$ cat src/rtl/lcd_write_cycle_ctrl.sv
// lcd_write_cycle_ctrl
//   Bus-timing stage for an HD44780-compatible character LCD. Takes one
//   8-bit byte plus RS per transaction, drives setup / enable pulse / hold
//   on the parallel bus, waits the command execution time, then pulses oDone.
//   Write-only: LCD_RW is held low and the busy flag is never read.
//
// Ports
//   iCLK      system clock (50 MHz)
//   iRST_N    asynchronous active-low reset
//   iDATA     byte to write
//   iRS       register select (0 = command, 1 = data)
//   iStart    request level; a rising edge seen in IDLE starts a transaction
//   oDone     one-cycle completion pulse
//   oBusy     high from acceptance through the oDone cycle
//   LCD_DATA  LCD data bus (changes only at acceptance)
//   LCD_RW    constant 0
//   LCD_EN    LCD enable strobe
//   LCD_RS    LCD register select (changes only at acceptance)
module lcd_write_cycle_ctrl #(
  parameter int unsigned T_AS        = 4,
  parameter int unsigned T_PW        = 16,
  parameter int unsigned T_H         = 4,
  parameter int unsigned T_EXEC      = 2000,
  parameter int unsigned T_EXEC_LONG = 82000,
  parameter int unsigned CNT_W       = 17
) (
  input  logic       iCLK,
  input  logic       iRST_N,
  input  logic [7:0] iDATA,
  input  logic       iRS,
  input  logic       iStart,
  output logic       oDone,
  output logic       oBusy,
  output logic [7:0] LCD_DATA,
  output logic       LCD_RW,
  output logic       LCD_EN,
  output logic       LCD_RS
);

  typedef enum logic [2:0] {
    IDLE,
    SETUP,
    PULSE,
    HOLD,
    EXEC,
    DONE
  } state_t;

  localparam logic [CNT_W-1:0] AS_LAST   = CNT_W'(T_AS - 1);
  localparam logic [CNT_W-1:0] PW_LAST   = CNT_W'(T_PW - 1);
  localparam logic [CNT_W-1:0] H_LAST    = CNT_W'(T_H - 1);
  localparam logic [CNT_W-1:0] EXEC_LAST = CNT_W'(T_EXEC - 1);
  localparam logic [CNT_W-1:0] LONG_LAST = CNT_W'(T_EXEC_LONG - 1);

  state_t           state_q, state_d;
  logic [CNT_W-1:0] cnt_q;
  logic             start_q;
  logic             long_q;
  logic             accept;

  assign LCD_RW = 1'b0;

  always_comb begin
    accept  = iStart & ~start_q;
    state_d = state_q;
    case (state_q)
      IDLE:    if (accept)                                   state_d = SETUP;
      SETUP:   if (cnt_q == AS_LAST)                         state_d = PULSE;
      PULSE:   if (cnt_q == PW_LAST)                         state_d = HOLD;
      HOLD:    if (cnt_q == H_LAST)                          state_d = EXEC;
      EXEC:    if (cnt_q == (long_q ? LONG_LAST : EXEC_LAST)) state_d = DONE;
      DONE:                                                  state_d = IDLE;
      default:                                               state_d = IDLE;
    endcase
  end

  // Outputs are registered from state_d so LCD_EN/oDone/oBusy change on the
  // same edge as the state they belong to.
  always_ff @(posedge iCLK or negedge iRST_N) begin
    if (!iRST_N) begin
      state_q  <= IDLE;
      cnt_q    <= '0;
      start_q  <= 1'b0;
      long_q   <= 1'b0;
      oDone    <= 1'b0;
      oBusy    <= 1'b0;
      LCD_EN   <= 1'b0;
      LCD_RS   <= 1'b0;
      LCD_DATA <= '0;
    end else begin
      start_q <= iStart;
      state_q <= state_d;

      // Held at zero while idle so it never free-runs and wraps.
      if (state_d != state_q || state_q == IDLE) cnt_q <= '0;
      else                                       cnt_q <= cnt_q + CNT_W'(1);

      if (state_q == IDLE && state_d == SETUP) begin
        LCD_DATA <= iDATA;
        LCD_RS   <= iRS;
        // Clear-display and return-home need the long execution wait.
        long_q   <= ~iRS & (iDATA == 8'h01 || iDATA == 8'h02 || iDATA == 8'h03);
      end

      LCD_EN <= (state_d == PULSE);
      oDone  <= (state_d == DONE);
      oBusy  <= (state_d != IDLE);
    end
  end

endmodule

$ cat config.mk
export PLATFORM = sky130hd
export DESIGN_NAME = lcd_write_cycle_ctrl
export DESIGN_NICKNAME = d
export VERILOG_FILES = /design/src/rtl/lcd_write_cycle_ctrl.sv
export SDC_FILE = /design/constraint.sdc
export NUM_CORES = 1
export LEC_CHECK = 0
export BUFFER_PORTS_ARGS = -buffer_cell sky130_fd_sc_hd__buf_2
export CAP_MARGIN = 15
export CORE_ASPECT_RATIO = 1.4
export CORE_UTILIZATION = 45
export CTS_BUF_LIST = sky130_fd_sc_hd__clkbuf_4 sky130_fd_sc_hd__clkbuf_8 sky130_fd_sc_hd__clkbuf_16
export CTS_CLUSTER_DIAMETER = 80
export DETAILED_ROUTE_END_ITERATION = 8
export PLACE_DENSITY = 0.65
export SETUP_SLACK_MARGIN = 0.4
export SLEW_MARGIN = 20
export SYNTH_ARGS = -nofsm -noshare
export SYNTH_HDL_FRONTEND = slang
export SYNTH_SLANG_ARGS = --single-unit
$ cat constraint.sdc
create_clock -name iCLK -period 2.3 [get_ports iCLK]
set_input_delay 0.115 -clock iCLK [delete_from_list [all_inputs] [get_ports iCLK]]
set_output_delay 0.115 -clock iCLK [all_outputs]
set_load 0.005 [all_outputs]
# ---- Word-level counts from Yosys, hierarchy flattened
# Index checks and enable logic that the tools add are counted.
dict set report totals {
  regBits 34
  output_inout_bits 13
}
dict set report op_classes {
  n_bitwise 4
  add_sub_neg 1
  reduce_logical 6
  n_mux 8
  n_eq_ne 14
}
# operator n
set op_table {}
lappend op_table {{17-bit two-way mux} 2}
lappend op_table {{17-bit by 1-bit adder with 17-bit output, second input constant} 1}
lappend op_table {{17-bit == test} 1}
lappend op_table {{17-bit by 2-bit == test with 1-bit output, second input constant} 1}
lappend op_table {{17-bit by 4-bit == test with 1-bit output, second input constant} 1}
lappend op_table {{8-bit by 2-bit == test with 1-bit output, second input constant} 2}
lappend op_table {{3-bit two-way mux} 5}
lappend op_table {{3-bit one-hot mux with 5 select lines} 1}
lappend op_table {{3-bit by 2-bit == test with 1-bit output, second input constant} 3}
lappend op_table {{8-bit by 1-bit == test with 1-bit output, second input constant} 1}
lappend op_table {{3-bit by 1-bit == test with 1-bit output, second input constant} 2}
lappend op_table {{3-bit == test, second input constant} 2}
lappend op_table {{3-bit zero test} 1}
lappend op_table {{1-bit logical OR} 3}
lappend op_table {{3-bit inequality test} 1}
lappend op_table {{3-bit nonzero test} 1}
lappend op_table {{1-bit AND} 2}
lappend op_table {{1-bit NOT} 2}
lappend op_table {{1-bit logical AND} 1}

# ---- Longest topological paths before layout
# Gate-level depths: netlist of run 1.
dict set report logic_depth {
  ltp_word 7
  ltp_mapped 7
}

# ---- Least setup slack after synthesis of run 1
# No wires, ideal clock.
dict set report synth_path {
  path_kind {register to register}
  from {reg cnt_q[0]}
  to {reg cnt_q[16]}
  period_less_slack_ns 1.891
  t_arrival_ns 1.779
  path_stages_with_launch 6
  slack_ns 0.409
  setup_time_ns 0.111
  path_cell_list {dfrtp_1 > ha_1 > nand2_1 > or3_4 > or3_1 > a2111oi_2}
}
dict set report synth_via {
  elab_chain_len 6
  word_cells_on_any_way 12
  classes_between {add/sub: 1; eq/ne: 4; mux: 6; reduce/logical: 1}
}
# element line
set synth_lines {}
lappend synth_lines {{start: declaration} 56} ;# logic [CNT_W-1:0] cnt_q;
lappend synth_lines {{start signal: assignment} 96} ;# else cnt_q <= cnt_q + CNT_W'(1);
lappend synth_lines {{17-bit == test (tied with other cells)} 71} ;# EXEC: if (cnt_q == (long_q ? LONG_LAST : EXEC_LAST)) state_d = DONE;
lappend synth_lines {{3-bit two-way mux (on tied branches)} n/a}
lappend synth_lines {{3-bit one-hot mux with 5 select lines} 66} ;# case (state_q)
lappend synth_lines {{3-bit inequality test} 95} ;# if (state_d != state_q || state_q == IDLE) cnt_q <= '0;
lappend synth_lines {{1-bit logical OR} 95}
lappend synth_lines {{17-bit two-way mux *} 95}
# Every way passes the cells marked *; elsewhere a longest branch is shown, timed or not.
# A chain may end at the register's enable or synchronous reset.

# ---- Worst setup path after layout of run 1
dict set report layout_path {
  from {reg cnt_q[5]}
  to {reg cnt_q[16]}
}
# Same word-level chain as after synthesis.

==> summary.txt, run 1 <==
Route
  – Vias: 1432
  – Drt pass-1 iters: 4
  – Uppermost layer routed: met4
  – Met1 wire length: 1460 µm
  – Detailed Route WL: 4080 µm
  – # DRC: 0
  – DRT iter0 DRCs: 63
  – ANT nets after route: 0
  – Vias per inst: 6.28
  – Routed met2 length: 2250 µm
  – Wire per inst: 17.9 µm
  – Metal3 WL: 220 µm

Worst setup path
  – Worst Setup Start Kind: flip-flop
  – Crit path arrival time: 2.08 ns
  – Crit-path max cell delay: 0.44 ns
  – Worst setup path category: reg2reg
  – Crit-path most repeated cell: or3_4
  – Slowest CP cell: or3_4
  – CP Capture Type: flip-flop
  – Top delay family on crit path: simple AND/OR/NAND/NOR gates
  – Critical path fanouts, max: 7
  – WP data required: 2.48 ns
  – Worst path bufs/invs: 1
  – CP Cell Sequence: buf_4 > nand4_4 > or3_4 > or3_4 > a2111oi_4

CTS
  – Skew-Pair Late Insertion Delay: 0.28 ns
  – CTS Sinks: 34
  – H-tree depth: 2
  – Clk slew on worst S/H paths: 0.07 ns
  – TritonCTS Buffers: 5
  – Root Buffer: clkbuf_8
  – Largest buffer count on any clock path: 2
  – CTS tree: yes

GRT
  – Initial antenna violation count: 0
  – Pin count of the biggest net entering global routing: 35
  – GRT Residual Overflow: 0
  – GRT Total Usage: 0.225
  – Number of global-route vias before repair: 1399
  – First-pass GRT wire length: 6350 µm

Finish
  – Reg area: 861 µm²
  – N_diodes: 0
  – Area delta synth->final: 27.8%
  – Nets: 201
  – Core Util, Final: 0.616
  – Share of cells above drive strength 1: 0.420
  – Fill count: 288
  – Multi-input logic area: 853 µm²
  – Fin cells: 228
  – Finished layout cell area: 2120 µm²

Yosys
  – Synth async-reset ratio: 1.00
  – Yosys top cell by area: dfrtp_1
  – Post-synthesis register bit count: 34
  – Ys Warns: 0
  – Mapped cell area: 1660 µm²
  – Top FF cell, synth: dfrtp_1
  – Post-Syn Instances: 148
  – Syn_area_per_cell: 11.2 µm²
  – Synth top area share: 0.513
  – Netlist cell types: 42
  – Syn_nets: 161
  – Synth area leaders: dfrtp_1 (51%), mux2_2 (6.8%), nor4_1 (4.9%)
  – Register area share after synthesis: 0.513
  – EDFF count, synth: 0

Pwr
  – Leak: 0.932 nW
  – Max rail drop VDD: 0.000376 V
  – PwrDens: 501 nW/µm²
  – Total power: 1.06 mW

Placement
  – Final GP Congestion: 0.854
  – Placed Cells: 209
  – Dpl hpwl: 2650 µm
  – Port Buffer Count: 23
  – Placement Cell Area: 1830 µm²

Job
  – Max-Cap Viols: 0

STA
  – Setup TNS: 0 ns
  – Slew HR: 0.490
  – Tmin final: 1.90 ns
  – RSZ-0062 raised after global routing: true
  – Slew @ Worst Pin: 0.765 ns
  – Final Hold Viols: 0
  – Period utilisation layout: 0.827
  – Achievable frequency: 526 MHz
  – Setup Viol. Count Final: 0
  – Slew Limit Fails: 0
  – Final Skew: 0.00393 ns

Floorplanning
  – CORE AREA: 3440 µm²
  – Die area: 3940 µm²
  – Die W: 53.3 µm
  – IO Count: 25
  – Initial Utilization: 0.482
  – # rows: 25
  – Die Y: 73.8 µm

Hold path
  – Worst hold path class: in2reg

Status
  – Status: finished, final reports clean
-- sequential cells by signal, summed over array words and instances, names as in the netlist --
signal and flops:
LCD_DATA 8, LCD_EN 1, LCD_RS 1, cnt_q 17, long_q 1, oBusy 1, oDone 1, start_q 1
state_q 3
-- metrics by stage --
step,worst slack (ns),hold slack [ns]
global placement,0.266,0.222
floorplan,0.409,-0.181
finish,0.398,0.0803
detailed placement,0.258,0.236
global route,0.361,0.0742
CTS,0.405,0.0801
-- worst reg2reg max path: stages (launching register included) --
cell and delay, ns:
dfrtp_2 0.41, buf_4 0.13, nand4_4 0.14, or3_4 0.45
or3_4 0.38, a2111oi_4 0.29
-- where the power goes --
group | leakage, nW | switching (mW) | total, mW | internal, mW
clock network | 0.0452 | 0.205 | 0.437 | 0.232
logic | 0.450 | 0.0169 | 0.0264 | 0.00952
registers | 0.437 | 0.000151 | 0.599 | 0.599
total | 0.932 | 0.222 | 1.06 | 0.840
-- placed cells by master (no fill, tap or decap), types with 2 or more instances in the layout --
| master | instances |
|---|---|
| xnor2_1 | 9 |
| buf_4 | 11 |
| nor4b_1 | 3 |
| mux2_2 | 10 |
| nor4_4 | 2 |
| dfrtp_1 | 26 |
| nor3_1 | 3 |
| clkbuf_4 | 2 |
| nor4_1 | 12 |
| o21ai_0 | 5 |
| nand2_1 | 7 |
| buf_2 | 23 |
| dlygate4sd3_1 | 2 |
| a21oi_1 | 2 |
| or3_1 | 4 |
| a211oi_2 | 2 |
| nand4_1 | 4 |
| clkbuf_8 | 5 |
| or3_4 | 4 |
| dfrtp_2 | 8 |
| buf_6 | 3 |
| inv_1 | 3 |
| nor2_1 | 10 |
| nand3_1 | 6 |
| xor2_1 | 3 |
-- per-layer routing --
metal	global-route usage	vias up
met4	0.111	0
li1	-	627
met1	0.252	726
met3	0.0476	16
met5	0	-
met2	0.392	63
-- cell families after synthesis --
group / count (synthesis) / synth area share
buffers and inverters: 10 / 0.0264
other: 1 / 0.00226
and+or+nand+nor: 63 / 0.235
DFF: 34 / 0.513
muxes: 10 / 0.0679
AOI/OAI and AO/OA: 17 / 0.0852
xor gates and xnor gates: 12 / 0.0634
adders and majority gates: 1 / 0.00754
-- synth_stat cells (2+ instances only) --
cell	n
dfrtp_1	34
nor4_1	13
mux2_2	10
nor2_1	10
xnor2_1	9
nand2_1	7
or3_1	7
nand3_1	6
o21ai_0	5
nand4_1	4
inv_1	3
nor3_1	3
nor4b_1	3
xor2_1	3
a21oi_1	2
buf_2	2
clkbuf_1	2
-- final timing paths --
| kind | cells after the start | slack (ns) | start | to |
|---|---|---|---|---|
| hold / removal | 2 | 0.08 | iDATA[3] | LCD_DATA[3]$_DFFE_PN0P_ |
| min in group asynchronous | 2 | 0.44 | iRST_N | oDone$_DFF_PN0_ |
| max in group asynchronous | 2 | 1.32 | iRST_N | cnt_q[2]$_DFF_PN0_ |
| setup reg to reg | 5 | 0.40 | cnt_q[5]$_DFF_PN0_ | cnt_q[16]$_DFF_PN0_ |
| setup / recovery | 5 | 0.40 | cnt_q[5]$_DFF_PN0_ | cnt_q[16]$_DFF_PN0_ |
| hold reg to reg | 1 | 0.51 | LCD_RS$_DFFE_PN0P_ | LCD_RS$_DFFE_PN0P_ |
-- area by class of cell --
cell class | count | area share
tap | 40 | 0.0236
inverter | 4 | 0.00945
multi-input combinational | 104 | 0.403
timing repair buffer | 39 | 0.119
sequential | 34 | 0.406
clock buffer | 7 | 0.0396
-- repair_timing --
item,in CTS,in global routing
pin swaps,3,8
setup buffers,3,6
gates resized for setup,8,22
hold buffers,2,0
endpoints found under the hold margin,35,0
setup endpoints to repair,14,14
gates cloned,0,1
Note: power is estimated with default switching activity, not from simulation.
==> run 2: changes to the inputs <==
--- a/config.mk
+++ b/config.mk
@@ -5,6 +5,7 @@
 export SDC_FILE = /design/constraint.sdc
 export NUM_CORES = 1
 export LEC_CHECK = 0
+export ABC_AREA = 1
 export BUFFER_PORTS_ARGS = -buffer_cell sky130_fd_sc_hd__buf_2
 export CAP_MARGIN = 15
 export CORE_ASPECT_RATIO = 1.4
@@ -12,7 +13,7 @@
 export CTS_BUF_LIST = sky130_fd_sc_hd__clkbuf_4 sky130_fd_sc_hd__clkbuf_8 sky130_fd_sc_hd__clkbuf_16
 export CTS_CLUSTER_DIAMETER = 80
 export DETAILED_ROUTE_END_ITERATION = 8
-export PLACE_DENSITY = 0.65
+export PLACE_DENSITY = 0.67
 export SETUP_SLACK_MARGIN = 0.4
 export SLEW_MARGIN = 20
 export SYNTH_ARGS = -nofsm -noshare
==> constraint.sdc (replaced) <==
create_clock -name iCLK -period 1.72 [get_ports iCLK]
set_input_delay 0.086 -clock iCLK [delete_from_list [all_inputs] [get_ports iCLK]]
set_output_delay 0.086 -clock iCLK [all_outputs]
set_load 0.005 [all_outputs]
==> summary.txt, run 2 <==
Status
  – Status: finished, final reports clean

Route
  – DRT iter0 DRCs: 25
  – Wire per inst: 13.1 µm
  – Vias: 1558
  – # DRC: 0
  – Detailed Route WL: 4000 µm
  – Drt pass-1 iters: 4
  – ANT nets after route: 0
  – Vias per inst: 5.09

Yosys
  – Mapped cell area: 1880 µm²
  – Netlist cell types: 30
  – Syn_nets: 225
  – Ys Warns: 0
  – Synth top area share: 0.452
  – Top FF cell, synth: dfrtp_1
  – Syn_area_per_cell: 8.88 µm²
  – Top-count cell post-synth: dfrtp_1
  – Synth async-reset ratio: 1.00
  – Yosys top cell by area: dfrtp_1
  – Synth area leaders: dfrtp_1 (45%), nor2_4 (6.6%), nand2_1 (6.4%)
  – Register area share after synthesis: 0.452
  – EDFF count, synth: 0
  – Post-synthesis register bit count: 34
  – Post-synth top cells: dfrtp_1 (34), nand2_1 (32), nor2_1 (31), inv_1 (23), nand3_1 (17)
  – Post-Syn Instances: 212

Placement
  – Port Buffer Count: 23
  – Dpl hpwl: 2960 µm
  – Final GP Congestion: 0.874

Worst setup path
  – CP Cell Sequence: ha_4 > inv_2 > nor2_1 > nand2_1 > nor2_2 > nand2_2 > nand2_2 > nand3_2 > o21bai_4 > nand2_4 > buf_4 > nor2_1
  – Crit path arrival time: 1.84 ns
  – CP Capture Type: flip-flop
  – Crit-path max cell delay: 0.41 ns
  – Slowest CP cell: dfrtp_1
  – Critical path fanouts, max: 7
  – Reg-to-reg critical path startpoint: cnt_q[1]$_DFF_PN0_
  – Crit. Startpoint: cnt_q[1]$_DFF_PN0_
  – Worst setup path category: reg2reg
  – Worst Setup Start Kind: flip-flop
  – WP data required: 1.93 ns

STA
  – Final Hold Viols: 0
  – Slew Limit Fails: 0
  – Setup TNS: 0 ns
  – Achievable frequency: 616 MHz
  – Final Skew: 0.00824 ns
  – RSZ-0062 raised after global routing: true
  – Period utilisation layout: 0.944
  – Tmin final: 1.62 ns
  – Slew @ Worst Pin: 0.740 ns
  – Setup Viol. Count Final: 0
  – Slew HR: 0.507

Pwr
  – Internal cell power: 1.24 mW
  – Leak: 1.21 nW
  – Clock power frac: 0.460
  – Sw frac: 0.199
  – PwrDens: 645 nW/µm²
  – Total power: 1.55 mW
  – Switching Power: 0.308 mW
  – Power share of the sequential group: 0.518
  – Combinational Power Share: 0.023
  – Max rail drop VDD: 0.000526 V

Finish
  – Fill count: 368
  – Top flop regs: cnt_q: 17 flops, LCD_DATA: 8 flops, state_q: 3 flops
  – Commonest non-fill, non-tap cell in the layout: dfrtp_1
  – Multi-input logic area: 962 µm²
  – Max reg flops: 17
  – Top reg by flops: cnt_q
  – Share of cells above drive strength 1: 0.392
  – Nets: 275
  – Area delta synth->final: 27.4%
  – Reg area: 851 µm²
  – N_diodes: 0
  – Most frequent cells in the layout: dfrtp_1 (34), nand2_1 (31), nor2_1 (28)

Floorplanning
  – Die W: 56.7 µm
  – Die area: 4450 µm²
  – CORE AREA: 3990 µm²
  – Die Y: 78.5 µm
  – Initial Utilization: 0.472
  – IO Count: 25
  – # rows: 27

GRT
  – Initial antenna violation count: 0
  – Number of global-route vias before repair: 1618
  – GRT Residual Overflow: 0
  – GRT Total Usage: 0.206
  – First-pass GRT wire length: 7010 µm
  – Pin count of the biggest net entering global routing: 35

CTS
  – H-tree depth: 2
  – Skew-Pair Late Insertion Delay: 0.28 ns
  – Root Buffer: clkbuf_8
  – Clk slew on worst S/H paths: 0.07 ns
  – CTS tree: yes
  – Largest buffer count on any clock path: 2
  – CTS Sinks: 34
  – TritonCTS Buffers: 5

Hold path
  – Hold_sp: iDATA[1]
  – Worst hold path class: in2reg

Job
  – Max-Cap Viols: 0
-- run 2: cell count changes in the layout (fill, tap and decap cells not counted), moves of 7 or more --
cell,delta
inv_2,+9
dfrtp_2,-8
inv_1,+16
nor2_4,+11
nor2_1,+18
nor4_1,-11
dfrtp_1,+8
nand3_1,+10
mux2_2,-7
nand2_1,+24
-- run 2: metrics by stage --
stage / util / instance area, µm² / hold WS (ns) / instances / worst slack (ns)
final: 0.602 / 2400 / 0.0492 / 306 / 0.0960
after global placement: 0.539 / 2150 / 0.197 / 288 / 0.0861
after global routing: 0.602 / 2400 / 0.0411 / 306 / -0.0154
after detailed placement: 0.539 / 2150 / 0.199 / 288 / 0.0477
after floorplan: - / 1890 / -0.210 / 212 / 0.176
after CTS: 0.584 / 2330 / 0.0425 / 302 / 0.0948
-- run 2: cell families (layout without fill, tap and decap cells) --
logic type               after synthesis  after routing  share of synthesized area
buffers and inverters                 31             82                     0.0731
multiplexers                           9              9                     0.0538
AO/OA/AOI/OAI                          8              8                     0.0332
adder cells (fa/ha/maj)                1              1                    0.00664
other                                  1              1                    0.00199
flip-flops                            34             34                      0.452
XOR/XNOR                              12             12                     0.0558
AND/OR/NAND/NOR                      116            116                      0.324
-- run 2: final cells by class --
| type | count | share of cell area |
|---|---|---|
| sequential | 34 | 0.355 |
| clock inverter | 3 | 0.0167 |
| clock buffer | 5 | 0.0287 |
| inverter | 28 | 0.0438 |
| multi-input combinational | 147 | 0.401 |
| tap | 43 | 0.0224 |
| timing repair buffer | 46 | 0.133 |
-- run 2: worst max-delay path, delay by kind of cell, from the launching register on --
family / cells / cell delay, ns
DFF: 1 / 0.41
buffers and inverters: 2 / 0.18
adders and majority gates: 1 / 0.17
and+or+nand+nor: 8 / 0.65
AOI/OAI and AO/OA: 1 / 0.14
-- run 2: final timing paths --
check / endpoint / slack (ns) / cells after the start
max: cnt_q[3]$_DFF_PN0_ / 0.1 / 12
min: LCD_DATA[1]$_DFFE_PN0P_ / 0.05 / 2
max reg2reg: cnt_q[3]$_DFF_PN0_ / 0.1 / 12
min reg2reg: LCD_DATA[3]$_DFFE_PN0P_ / 0.51 / 1
max in group asynchronous: LCD_EN$_DFF_PN0_ / 0.84 / 2
min in group asynchronous: cnt_q[11]$_DFF_PN0_ / 0.40 / 2
-- run 2: routing by layer --
layer  up-vias  share of wire  GRT usage
li1        770              -          -
met3        14          0.026     0.0445
met2        31           0.56      0.382
met4         0          0.032     0.0950
met5         -              0          0
met1       743           0.38      0.217
-- run 2: timing repair --
item                       CTS  global route
gates resized for setup      8            13
cloned                       1             0
hold buffers                 2             0
pin swaps                    6             2
setup buffers                3             4
hold endpoints to repair    35             0
setup endpoints to repair   30            31
-- run 2: power groups by stage --
stage	combinational (mW)	clock, mW	sequential (mW)
3_5_place_dp	0.0330	0	0.816
6_report	0.0352	0.712	0.801
3_3_place_gp	0.0325	0	0.816
5_1_grt	0.0409	0.776	0.800
4_1_cts	0.0367	0.728	0.801
2_1_floorplan	0.00337	0	0.816
==> run 3: changes to the inputs <==
--- a/config.mk
+++ b/config.mk
@@ -13,6 +13,7 @@
 export CTS_BUF_LIST = sky130_fd_sc_hd__clkbuf_4 sky130_fd_sc_hd__clkbuf_8 sky130_fd_sc_hd__clkbuf_16
 export CTS_CLUSTER_DIAMETER = 80
 export DETAILED_ROUTE_END_ITERATION = 8
+export MAX_ROUTING_LAYER = met4
 export PLACE_DENSITY = 0.67
 export SETUP_SLACK_MARGIN = 0.4
 export SLEW_MARGIN = 20
==> summary.txt, run 3 (synthesis results as in run 2) <==
Status
  – Status: finished, final reports clean

Route
  – Vias: 1547
  – DRT iter0 DRCs: 20
  – # DRC: 0
  – ANT nets after route: 0
  – Drt pass-1 iters: 4
  – Wire per inst: 13.2 µm
  – Detailed Route WL: 4030 µm
  – Vias per inst: 5.06

Floorplanning
  – CORE AREA: 3990 µm²
  – Die Y: 78.5 µm
  – Die W: 56.7 µm
  – Die area: 4450 µm²
  – Initial Utilization: 0.472
  – IO Count: 25
  – # rows: 27

Pwr
  – Internal cell power: 1.24 mW
  – Total power: 1.55 mW
  – Power share of the sequential group: 0.518
  – Leak: 1.21 nW
  – Clock power frac: 0.459
  – PwrDens: 645 nW/µm²
  – Max rail drop VDD: 0.000526 V
  – Sw frac: 0.199
  – Switching Power: 0.307 mW
  – Combinational Power Share: 0.023

Finish
  – Top reg by flops: cnt_q
  – Share of cells above drive strength 1: 0.392
  – Core Util, Final: 0.602
  – Top flop regs: cnt_q: 17 flops, LCD_DATA: 8 flops, state_q: 3 flops
  – Fin cells: 306
  – N_diodes: 0
  – Nets: 275
  – Most frequent cells in the layout: dfrtp_1 (34), nand2_1 (31), nor2_1 (28)
  – Fill count: 368
  – Max reg flops: 17
  – Area delta synth->final: 27.4%
  – Commonest non-fill, non-tap cell in the layout: dfrtp_1

STA
  – Slew Limit Fails: 0
  – Hold_ws: 0.0469 ns
  – Final Skew: 0.00944 ns
  – Setup Viol. Count Final: 0
  – Final Hold Viols: 0
  – Period utilisation layout: 0.949
  – Slew @ Worst Pin: 0.741 ns
  – RSZ-0062 raised after global routing: true
  – Achievable frequency: 613 MHz
  – Tmin final: 1.63 ns
  – Slew HR: 0.506

Hold path
  – Worst hold path class: in2reg

Worst setup path
  – Worst setup path category: reg2reg
  – Critical path fanouts, max: 7
  – CP Cell Sequence: ha_4 > inv_2 > nor2_1 > nand2_1 > nor2_2 > nand2_2 > nand2_2 > nand3_2 > o21bai_4 > nand2_4 > buf_4 > nor2_1
  – WP data required: 1.93 ns
  – CP Capture Type: flip-flop
  – Worst Setup Start Kind: flip-flop
  – Crit path arrival time: 1.85 ns
  – Slowest CP cell: dfrtp_1
  – Crit-path max cell delay: 0.41 ns

Placement
  – Final GP Congestion: 0.888
  – Dpl hpwl: 2960 µm
  – Placed Cells: 288
  – Port Buffer Count: 23

CTS
  – Skew-Pair Late Insertion Delay: 0.28 ns
  – Clk slew on worst S/H paths: 0.07 ns
  – H-tree depth: 2
  – CTS tree: yes
  – Largest buffer count on any clock path: 2
  – CTS Sinks: 34
  – Root Buffer: clkbuf_8
  – TritonCTS Buffers: 5

GRT
  – Initial antenna violation count: 0
  – GRT Residual Overflow: 0
  – Number of global-route vias before repair: 1614
  – First-pass GRT wire length: 7000 µm
  – GRT Total Usage: 0.211
  – Pin count of the biggest net entering global routing: 35

Job
  – Max-Cap Viols: 0
-- run 3: cell counts in the layout (fill, tap and decap cells not counted) --
Identical to the previous run, type by type.
-- run 3: what timing repair did --
action                                  in CTS  in global routing
gates resized for setup                      8                 13
hold endpoints to repair                    35                  0
gates cloned                                 1                  0
hold buffers                                 2                  0
pin swaps                                    6                  2
setup buffers                                3                  4
endpoints found under the setup margin      30                 31
-- run 3: final cells by class --
class	count	area [µm²]	share of cell area
Inverter	28	105	0.0438
Clock buffer	5	68.8	0.0287
Timing Repair Buffer	46	319	0.133
Tap cell	43	53.8	0.0224
Multi-Input combinational cell	147	962	0.401
Sequential cell	34	851	0.355
Clock inverter	3	40.0	0.0167
-- run 3: metrics by stage --
| stage | cell area [µm²] | TNS [ns] | setup WS, ns |
|---|---|---|---|
| after floorplan | 1890 | 0 | 0.176 |
| after CTS | 2330 | 0 | 0.0948 |
| after detailed placement | 2150 | 0 | 0.0477 |
| after global placement | 2150 | 0 | 0.0861 |
| after global routing | 2400 | -0.0613 | -0.0155 |
| final | 2400 | 0 | 0.0875 |
-- run 3: critical path, delay by kind of cell, from the launching register on --
kind / cells / cell delay (ns)
AO/OA/AOI/OAI: 1 / 0.14
adder cells (fa/ha/maj): 1 / 0.18
buffers and inverters: 2 / 0.18
flip-flops: 1 / 0.41
AND/OR/NAND/NOR: 8 / 0.65
-- run 3: worst paths after layout --
check	start	to	slack (ns)	cells past startpoint
max in group asynchronous	iRST_N	LCD_EN$_DFF_PN0_	0.84	2
max reg2reg	cnt_q[1]$_DFF_PN0_	cnt_q[3]$_DFF_PN0_	0.09	12
max	cnt_q[1]$_DFF_PN0_	cnt_q[3]$_DFF_PN0_	0.09	12
min	iDATA[1]	LCD_DATA[1]$_DFFE_PN0P_	0.05	2
min reg2reg	LCD_DATA[3]$_DFFE_PN0P_	LCD_DATA[3]$_DFFE_PN0P_	0.51	1
min in group asynchronous	iRST_N	cnt_q[11]$_DFF_PN0_	0.40	2
-- run 3: power groups by stage --
| stage | Sequential [mW] | Clock (mW) | Combinational [mW] |
|---|---|---|---|
| floorplan | 0.816 | 0 | 0.00337 |
| finish | 0.801 | 0.710 | 0.0352 |
| global route | 0.800 | 0.771 | 0.0409 |
| CTS | 0.801 | 0.728 | 0.0367 |
| global placement | 0.816 | 0 | 0.0325 |
| detailed placement | 0.816 | 0 | 0.0330 |
-- run 3: metal layers --
metal / track usage / up-vias / wire length [µm]
met4: 0.0950 / 0 / 100
met2: 0.383 / 34 / 2280
met5: - / - / 0
met1: 0.216 / 732 / 1520
li1: - / 771 / -
met3: 0.0395 / 10 / 129
